$ cat src/rtl/osd_event_packetizer_pkg.sv
// dii_package: constants and helpers shared by the DII event path.
//   TYPE_EVENT      - 2-bit packet class placed in the top of the TYPE word
//   WORD_DEST/SRC/TYPE - positions of the header words within a packet
//   HDR_WORDS       - number of header words
//   payload_words() - 16-bit words needed to carry a payload of a given width
package dii_package;

    localparam logic [1:0] TYPE_EVENT = 2'b10;

    localparam int WORD_DEST = 0;
    localparam int WORD_SRC  = 1;
    localparam int WORD_TYPE = 2;
    localparam int HDR_WORDS = 3;

    function automatic int payload_words(input int width);
        return (width + 15) / 16;
    endfunction

endpackage

$ cat src/rtl/osd_event_packetizer_if.sv
// dii_channel: 16-bit DII word stream with packet framing.
//   data[15:0] - packet word
//   first      - first word of a packet
//   last       - last word of a packet
//   valid      - word present (master -> slave)
//   ready      - word taken on valid & ready (slave -> master)
interface dii_channel;
    logic [15:0] data;
    logic        first;
    logic        last;
    logic        valid;
    logic        ready;

    modport master (output data, output first, output last, output valid, input ready);
    modport slave  (input data, input first, input last, input valid, output ready);
endinterface

$ cat src/rtl/osd_event_packetizer_timestamp.sv
// osd_timestamp: 32-bit free-running cycle counter with a capture register.
// Only built when OSD_PACKETIZER_TIMESTAMP_EN is defined.
//   clk, rst - clock, synchronous active-high reset
//   capture  - load the current counter value into ts
//   ts       - counter value seen in the most recent capture cycle
module osd_timestamp (
    input  logic        clk,
    input  logic        rst,
    input  logic        capture,
    output logic [31:0] ts
);

    logic [31:0] count;

    // count wraps naturally from 32'hFFFF_FFFF to 0
    always_ff @(posedge clk) begin
        if (rst) begin
            count <= '0;
            ts    <= '0;
        end else begin
            count <= count + 32'd1;
            if (capture) ts <= count;
        end
    end

endmodule

$ cat src/rtl/osd_event_packetizer.sv
// osd_event_packetizer: turns one wide event into one DII packet:
//   DEST(first), SRC, TYPE, [TS_LO, TS_HI], payload words LSW first (last).
// Packet length is 3 + ceil(DATA_WIDTH/16), plus 2 with timestamps.
// Optional feature macro: OSD_PACKETIZER_TIMESTAMP_EN adds a captured
// 32-bit cycle count between TYPE and the payload.
//   clk, rst    - clock, synchronous active-high reset
//   id          - own address, sent as the SRC word
//   dest        - destination address, sent as the DEST word
//   event_data  - event payload (DATA_WIDTH bits)
//   event_valid - event present
//   event_ready - high only in IDLE; event taken on valid & ready
//   out         - DII master channel
module osd_event_packetizer
    import dii_package::*;
#(
    parameter int         DATA_WIDTH = 64,
    parameter logic [3:0] TYPE_SUB   = 4'h0
) (
    input  logic                  clk,
    input  logic                  rst,
    input  logic [15:0]           id,
    input  logic [15:0]           dest,
    input  logic [DATA_WIDTH-1:0] event_data,
    input  logic                  event_valid,
    output logic                  event_ready,
    dii_channel.master            out
);

    localparam int PAYLOAD_WORDS = payload_words(DATA_WIDTH);
    localparam int PAD_W         = PAYLOAD_WORDS * 16;
    localparam int CNT_W         = (PAYLOAD_WORDS > 1) ? $clog2(PAYLOAD_WORDS) : 1;

    typedef enum logic [2:0] {
        IDLE,
        DEST,
        SRC,
        TYPE,
`ifdef OSD_PACKETIZER_TIMESTAMP_EN
        TS_LO,
        TS_HI,
`endif
        PAYLOAD
    } state_t;

    state_t state, state_next;

    logic [CNT_W-1:0]                   cnt;
    logic [PAYLOAD_WORDS-1:0][15:0]     data_q;
    logic [15:0]                        dest_q;
    logic [15:0]                        id_q;
    logic                               accept;
    logic                               xfer;
    logic                               last_word;

    assign accept    = (state == IDLE) && event_valid;
    assign xfer      = out.valid && out.ready;
    assign last_word = (cnt == CNT_W'(PAYLOAD_WORDS - 1));

`ifdef OSD_PACKETIZER_TIMESTAMP_EN
    logic [31:0] ts;

    osd_timestamp u_ts (
        .clk     (clk),
        .rst     (rst),
        .capture (accept),
        .ts      (ts)
    );
`endif

    // state register
    always_ff @(posedge clk) begin
        if (rst) state <= IDLE;
        else     state <= state_next;
    end

    // event capture and payload word counter; the zero-extension to PAD_W
    // provides the padding of the final payload word
    always_ff @(posedge clk) begin
        if (rst) begin
            cnt <= '0;
        end else if (accept) begin
            data_q <= PAD_W'(event_data);
            dest_q <= dest;
            id_q   <= id;
            cnt    <= '0;
        end else if (state == PAYLOAD && xfer) begin
            cnt <= last_word ? '0 : cnt + 1'b1;
        end
    end

    // next state
    always_comb begin
        state_next = state;
        case (state)
            IDLE:    if (event_valid)      state_next = DEST;
            DEST:    if (xfer)             state_next = SRC;
            SRC:     if (xfer)             state_next = TYPE;
`ifdef OSD_PACKETIZER_TIMESTAMP_EN
            TYPE:    if (xfer)             state_next = TS_LO;
            TS_LO:   if (xfer)             state_next = TS_HI;
            TS_HI:   if (xfer)             state_next = PAYLOAD;
`else
            TYPE:    if (xfer)             state_next = PAYLOAD;
`endif
            PAYLOAD: if (xfer && last_word) state_next = IDLE;
            default:                       state_next = IDLE;
        endcase
    end

    // outputs depend only on registered state, so they hold under backpressure
    always_comb begin
        event_ready = (state == IDLE);
        out.valid   = 1'b0;
        out.data    = 16'h0000;
        out.first   = 1'b0;
        out.last    = 1'b0;
        case (state)
            DEST: begin
                out.valid = 1'b1;
                out.data  = dest_q;
                out.first = 1'b1;
            end
            SRC: begin
                out.valid = 1'b1;
                out.data  = id_q;
            end
            TYPE: begin
                out.valid = 1'b1;
                out.data  = {TYPE_EVENT, TYPE_SUB, 10'h000};
            end
`ifdef OSD_PACKETIZER_TIMESTAMP_EN
            TS_LO: begin
                out.valid = 1'b1;
                out.data  = ts[15:0];
            end
            TS_HI: begin
                out.valid = 1'b1;
                out.data  = ts[31:16];
            end
`endif
            PAYLOAD: begin
                out.valid = 1'b1;
                out.data  = data_q[cnt];
                out.last  = last_word;
            end
            default: ;
        endcase
    end

endmodule

$ cat src/flat_wrapper.sv
// flat-port wrapper written by rule: the top's interface ports become plain ports
module osd_event_packetizer_flat import dii_package::*;
#(
    parameter int         DATA_WIDTH = 64,
    parameter logic [3:0] TYPE_SUB   = 4'h0
)
  (clk, rst, id, dest, event_data, event_valid, event_ready, out_data, out_first, out_last, out_valid, out_ready);
  dii_channel out_i ();
  input  logic clk;
  input  logic rst;
  input  logic [15:0] id;
  input  logic [15:0] dest;
  input  logic [DATA_WIDTH-1:0] event_data;
  input  logic event_valid;
  output logic event_ready;
  output wire logic [$bits(out_i.data)-1:0] out_data;
  output wire logic [$bits(out_i.first)-1:0] out_first;
  output wire logic [$bits(out_i.last)-1:0] out_last;
  output wire logic [$bits(out_i.valid)-1:0] out_valid;
  input wire logic [$bits(out_i.ready)-1:0] out_ready;
  assign out_data = out_i.data;
  assign out_first = out_i.first;
  assign out_last = out_i.last;
  assign out_valid = out_i.valid;
  assign out_i.ready = out_ready;
  osd_event_packetizer #(.DATA_WIDTH(DATA_WIDTH), .TYPE_SUB(TYPE_SUB)) u_core (.clk(clk), .rst(rst), .id(id), .dest(dest), .event_data(event_data), .event_valid(event_valid), .event_ready(event_ready), .out(out_i));
endmodule
$ cat config.mk
export PLATFORM = sky130hd
export DESIGN_NAME = osd_event_packetizer_flat
export DESIGN_NICKNAME = d
export VERILOG_FILES = /design/src/rtl/osd_event_packetizer_pkg.sv /design/src/rtl/osd_event_packetizer_if.sv /design/src/rtl/osd_event_packetizer_timestamp.sv /design/src/rtl/osd_event_packetizer.sv /design/src/flat_wrapper.sv
export SDC_FILE = /design/constraint.sdc
export NUM_CORES = 1
export LEC_CHECK = 0
export ABC_CLOCK_PERIOD_IN_PS = 5200
export BUFFER_PORTS_ARGS = -buffer_cell sky130_fd_sc_hd__buf_4
export CELL_PAD_IN_SITES_DETAIL_PLACEMENT = 0
export CELL_PAD_IN_SITES_GLOBAL_PLACEMENT = 1
export CORE_UTILIZATION = 36
export DETAILED_ROUTE_END_ITERATION = 10
export MAX_ROUTING_LAYER = met4
export PLACE_DENSITY = 0.74
export SLEW_MARGIN = 30
export SYNTH_ARGS = -nofsm -noshare
export SYNTH_HDL_FRONTEND = slang
export SYNTH_SLANG_ARGS = --single-unit
$ cat constraint.sdc
create_clock -name clk -period 5.2 [get_ports clk]
set_clock_uncertainty 0.1 [all_clocks]
set_input_delay 0.26 -clock clk [delete_from_list [all_inputs] [get_ports clk]]
set_output_delay 0.26 -clock clk [all_outputs]
set_load 0.01 [all_outputs]
==> results.sh, run 1 <==
export IMPL_numCtsBuffers=9
export IMPL_grt_max_degree=57
export IMPL_cts_resized=0
export IMPL_synth_xor_area_share_pct=0.223
export IMPL_synth_avg_cell_area_um2=18.6
export IMPL_syn_num_nets=312
export IMPL_syn_area_um2=3920
export IMPL_std_cell_rows=37
export IMPL_gr_total_overflow=0
export IMPL_portBuffers=119
export IMPL_drt_iter0_drc=94
export IMPL_cts_max_level=3
export IMPL_die_width_um=106
export IMPL_num_vias=2702
export IMPL_synth_warning_count=0
export IMPL_num_io_pins=120
export IMPL_synth_flop_cell="edfxtp_1"
export IMPL_synth_top_family_by_area="multiplexers"
export IMPL_cts_root_buffer="clkbuf_8"
export IMPL_yosysSeqAreaShare_pct=76.1
export IMPL_syn_inst=211
export IMPL_clk_path_buf_depth=2
export IMPL_grt_pass1_vias=2953
export IMPL_tightestPinTransition_ns=0.967
export IMPL_dr_pass1_iters=4
export IMPL_synthToLayoutAreaGrowth_pct=56.7
export IMPL_vias_per_cell=4.77
export IMPL_stdcell_area_um2=6140
export IMPL_wirelength_um=9270
export IMPL_ant_nets=0
export IMPL_detail_route_wl_per_cell_um=16.3
export IMPL_holdPathStages=2
export IMPL_gp_congestion=0.733
export IMPL_leakage_nw=2.26
export IMPL_track_usage_pct=18.0
export IMPL_power_density_nw_per_um2=350
export IMPL_drv_slew=0
export IMPL_grt_pass1_wl_um=14500
export IMPL_synth_top_area_share_pct=73.5
export IMPL_reg2regPathDepth=5
export IMPL_setup_viol=0
export IMPL_drv_cap=0
export IMPL_nNetsFinal=527
export IMPL_fp_dieH_um=106
export IMPL_final_setup_tns_ns=0
export IMPL_initial_core_util_pct=37.5
export IMPL_place_area_um2=4990
export IMPL_drc=0
export IMPL_regToRegSetupSlack_ns=2.87
export IMPL_crit_required_ns=4.84
export IMPL_cts_tree="yes"
export IMPL_clock_sinks=101
export IMPL_yosys_area_share_simple_pct=4.37
export IMPL_yosysMostFrequentCell="edfxtp_1"
export IMPL_num_antenna_cells=0
export IMPL_setup_worst_path_class="reg2out"
export IMPL_postCtsSetupBuffers=0
export IMPL_status="finished clean"
export IMPL_worstSetupEndpointType="output pin"
export IMPL_hold_start="rst"
export IMPL_clk_pin_slew_ns=0.10
export IMPL_period_needed_ns=2.51
export IMPL_hold_buffers=96
export IMPL_synth_compound_area_share_pct=7.09
export IMPL_whs_endpoint="u_core.cnt[0]"
export IMPL_async_flop_share_pct=0
export IMPL_clock_fmax_ghz=0.398
export IMPL_dp_hpwl_um=5520
export IMPL_peakVddDrop_uv=223
export IMPL_min_path_type="in2reg"
export IMPL_antenna_found_initial=0
export IMPL_arrival_ns=2.15
export IMPL_ys_top_cells_by_area="edfxtp_1, mux4_2, a22oi_1, dfxtp_1, o21ai_0"
export IMPL_clk_latency_ns=0.35
export IMPL_synth_edf_count=96
export IMPL_ys_ff_latch=101
export IMPL_reg2reg_from="u_core.state[2]"
export IMPL_fp_coreArea_um2=10500
export IMPL_synth_adder_area_share_pct=0.319
export IMPL_critPathLaunchType="flip-flop"
export IMPL_r2r_end="u_core.id_q[12]"
export IMPL_drive_gt1_share_pct=37.4
export IMPL_hold_viol=0
export IMPL_path_max_fanout=18
export IMPL_synth_mux_area_share_pct=9.70
export IMPL_rsz0062_at_grt="no"
export IMPL_yosys_area_top_type="edfxtp_1"
export IMPL_die_area_um2=11300
export IMPL_relSlewSlack_pct=35.5
export IMPL_fin_crit_sh_pct=48.3
export IMPL_netlist_top_cells_count="edfxtp_1, mux4_2, o21ai_0"
export IMPL_ys_types=32
## critical path, stage by stage, from the launching register on
cell and delay (ns):
dfxtp_1 0.97, mux4_2 0.42, nand3_1 0.10, o21ai_0 0.12, buf_4 0.18
## power by group
part           total (mW)  internal (mW)  switching [mW]
registers            1.07           1.03          0.0408
logic               0.611          0.297           0.314
clock network       0.474          0.187           0.288
## worst max path at each step
stage,cells past startpoint,startpoint,endpoint,slack [ns]
global route,4,u_core.state[1],out_data[0],2.56
CTS,3,u_core.cnt[1],out_data[15],2.64
detailed placement,5,u_core.state[2],u_core.data_q[60],2.86
finish,4,u_core.cnt[1],out_data[0],2.69
global placement,4,u_core.state[2],u_core.data_q[53],2.37
floorplan,3,u_core.state[0],u_core.data_q[0],1.20
## flip-flops by register name, indices dropped and copies added, names as in the netlist
register,flops
u_core.state,3
u_core.data_q,64
u_core.cnt,2
u_core.id_q,16
u_core.dest_q,16
## cells in the final DEF (no fill, tap or decap), drive strengths merged, types with 2 or more instances in the layout
master,n
clkinv,3
and2b,2
inv,6
edfxtp,96
o21ai,17
o31ai,2
nand3,15
a21oi,2
clkbuf,9
mux4,16
nor3,4
dfxtp,5
nor2,3
dlygate4sd3,96
a22oi,15
mux2i,2
buf,124
a2111o,2
## layout make-up
cell class / count / area (um^2)
fill: 828 / 4320
timing repair buffer: 220 / 1930
multi-input combinational: 92 / 861
tap: 136 / 170
sequential: 101 / 2980
clock buffer: 9 / 124
clock inverter: 7 / 65.1
inverter: 2 / 7.51
## cells by family (layout without fill, tap and decap cells)
group | after synthesis | in the layout
simple gates | 30 | 30
compound gates | 42 | 42
flops | 101 | 101
mux | 18 | 18
fa+ha+maj | 1 | 1
buf+inv | 18 | 238
xor+xnor | 1 | 1
## through the flow
stage          setup WS, ns  hold WS, ns  instances  power, mW  util, %
2_1_floorplan          1.20        0.259        211       1.38        -
3_3_place_gp           2.37        0.339        453       1.61     47.3
3_5_place_dp           2.86        0.339        455       1.64     47.7
4_1_cts                2.64       0.0353        567       2.17     58.7
5_1_grt                2.56       0.0496        567       2.25     58.7
6_report               2.69       0.0585        567       2.15     58.7
## layer usage
layer,GRT usage (%),vias to the layer above,wire (um)
met1,18.9,1296,3500
met2,32.4,91,5120
li1,-,1292,-
met5,-,-,0
met3,3.25,23,364
met4,9.13,0,282
No activity file was read; power rests on OpenSTA's default activity.
==> inputs of run 2 (changes only) <==
--- a/config.mk
+++ b/config.mk
@@ -5,14 +5,14 @@
 export SDC_FILE = /design/constraint.sdc
 export NUM_CORES = 1
 export LEC_CHECK = 0
-export ABC_CLOCK_PERIOD_IN_PS = 5200
+export ABC_CLOCK_PERIOD_IN_PS = 2500
 export BUFFER_PORTS_ARGS = -buffer_cell sky130_fd_sc_hd__buf_4
 export CELL_PAD_IN_SITES_DETAIL_PLACEMENT = 0
 export CELL_PAD_IN_SITES_GLOBAL_PLACEMENT = 1
 export CORE_UTILIZATION = 36
 export DETAILED_ROUTE_END_ITERATION = 10
 export MAX_ROUTING_LAYER = met4
-export PLACE_DENSITY = 0.74
+export PLACE_DENSITY = 0.72
 export SLEW_MARGIN = 30
 export SYNTH_ARGS = -nofsm -noshare
 export SYNTH_HDL_FRONTEND = slang
==> constraint.sdc (replaced) <==
create_clock -name clk -period 2.5 [get_ports clk]
set_clock_uncertainty 0.1 [all_clocks]
set_input_delay 0.125 -clock clk [delete_from_list [all_inputs] [get_ports clk]]
set_output_delay 0.125 -clock clk [all_outputs]
set_load 0.01 [all_outputs]
==> results.sh, run 2 (synthesis gave the netlist of run 1 again) <==
export IMPL_power_density_nw_per_um2=720
export IMPL_crit_path_top_delay_cell="and2b_1"
export IMPL_setup_worst_path_class="reg2out"
export IMPL_min_path_type="in2reg"
export IMPL_leakage_nw=2.26
export IMPL_finalWorstSetupSlack_ns=0.249
export IMPL_detail_route_wl_per_cell_um=16.8
export IMPL_status="finished clean"
export IMPL_gr_total_overflow=0
export IMPL_clk_path_buf_depth=2
export IMPL_reg_top3="u_core.data_q x64, u_core.dest_q x16, u_core.id_q x16"
export IMPL_grt_util_met3_pct=3.56
export IMPL_dr_pass1_iters=4
export IMPL_cpLargestDelayFamily="simple AND/OR/NAND/NOR gates"
export IMPL_drt_iter0_drc=112
export IMPL_grt_max_degree=67
export IMPL_fin_crit_sh_pct=90.0
export IMPL_clock_fmax_ghz=0.444
export IMPL_fp_coreArea_um2=10500
export IMPL_track_usage_pct=18.5
export IMPL_final_setup_tns_ns=0
export IMPL_clock_sinks=101
export IMPL_synthToLayoutAreaGrowth_pct=56.9
export IMPL_num_io_pins=120
export IMPL_p_int_mw=3.14
export IMPL_clk_latency_ns=0.35
export IMPL_regMostFlops="u_core.data_q"
export IMPL_drc=0
export IMPL_pre_cts_ws_ns=0.548
export IMPL_die_width_um=106
export IMPL_arrival_ns=2.03
export IMPL_ant_nets=0
export IMPL_largest_reg_flops=64
export IMPL_dp_cells=457
export IMPL_power_share_clock_pct=20.3
export IMPL_path_buf_inv=1
export IMPL_grt_pass1_wl_um=15000
export IMPL_rsz0062_at_grt="no"
export IMPL_gp_congestion=0.712
export IMPL_tightestPinTransition_ns=0.620
export IMPL_grt_pass1_vias=2946
export IMPL_fp_dieH_um=106
export IMPL_place_area_um2=4990
export IMPL_critPathLaunchType="flip-flop"
export IMPL_drv_slew=0
export IMPL_drive_gt1_share_pct=36.7
export IMPL_std_cell_rows=37
export IMPL_final_cell_mix="buf_4, dlygate4sd3_1, edfxtp_1"
export IMPL_swShare_pct=29.1
export IMPL_crit_required_ns=2.28
export IMPL_antenna_found_initial=0
export IMPL_grt_use_met2_pct=32.2
export IMPL_vias_per_cell=4.75
export IMPL_busiest_layer="met2"
export IMPL_crit_path_cell_trace="and2b_1, a22oi_1, o21ai_0, buf_4"
export IMPL_stdcell_area_um2=6150
export IMPL_numCtsBuffers=9
export IMPL_worstSetupEndpointType="output pin"
export IMPL_die_area_um2=11300
export IMPL_relSlewSlack_pct=58.7
export IMPL_hold_viol=0
export IMPL_setup_viol=0
export IMPL_met1_usage_pct=21.1
export IMPL_nNetsFinal=532
export IMPL_cts_root_buffer="clkbuf_8"
export IMPL_stdcell_count=572
export IMPL_num_vias=2716
export IMPL_path_max_fanout=16
export IMPL_power_switching_mw=1.29
export IMPL_wirelength_um=9630
export IMPL_drv_cap=0
export IMPL_cts_tree="yes"
export IMPL_num_antenna_cells=0
export IMPL_dp_hpwl_um=5570
export IMPL_slowest_delay_ns=0.58
export IMPL_seq_power_share_pct=50.2
export IMPL_cts_max_level=3
export IMPL_power_total_mw=4.43
export IMPL_period_needed_ns=2.25
export IMPL_peakVddDrop_uv=399
export IMPL_clk_pin_slew_ns=0.09
export IMPL_pwr_share_comb_pct=29.6
export IMPL_portBuffers=119
export IMPL_initial_core_util_pct=37.5
export IMPL_final_common_cell="buf_4"
[run 2: final cells by class]
type	instances	area, um^2
clock buffers	10	128
clock inverters	6	40.0
fillers	831	4310
inverters	2	7.51
multi-input cells	92	861
flip-flops and latches	101	2980
well taps	136	170
repair buffers	225	1960
[run 2: worst min-delay path, cell delays in order]
cell,delay (ns)
buf_4,0.13
a21oi_1,0.13
o32ai_1,0.08
[run 2: power groups by stage]
stage          sequential (mW)  clock [mW]  combinational (mW)
3_3_place_gp              2.24           0                1.19
6_report                  2.22       0.898                1.31
2_1_floorplan             2.22           0               0.641
3_5_place_dp              2.26           0                1.21
5_1_grt                   2.25       0.997                1.43
4_1_cts                   2.22       0.928                1.33
[run 2: stage by stage]
| step | hold WS [ns] | utilization (%) |
|---|---|---|
| after floorplan | 0.124 | - |
| after global placement | 0.204 | 47.7 |
| after detailed placement | 0.204 | 47.7 |
| after CTS | 0.0316 | 58.8 |
| after global routing | 0.0723 | 58.8 |
| final | 0.0596 | 58.8 |
[run 2: final timing paths]
path | depth (start not counted) | from | to | slack [ns]
setup reg to reg | 5 | u_core.state[2] | u_core.cnt[1] | 0.43
hold reg to reg | 2 | u_core.state[0] | u_core.state[0] | 0.59
hold / removal | 3 | out_ready | u_core.state[1] | 0.06
setup / recovery | 4 | u_core.state[0] | out_data[14] | 0.25
[run 2: per-layer routing]
layer	vias up	wire (um)
met5	-	0
met4	0	210
met3	15	354
met2	80	5290
met1	1315	3780
li1	1306	-
[run 2: repair_timing]
action / CTS / global route
gates resized for setup: 0 / 0
hold endpoints to repair: 101 / 0
hold buffers: 99 / 0
setup buffers: 0 / 0
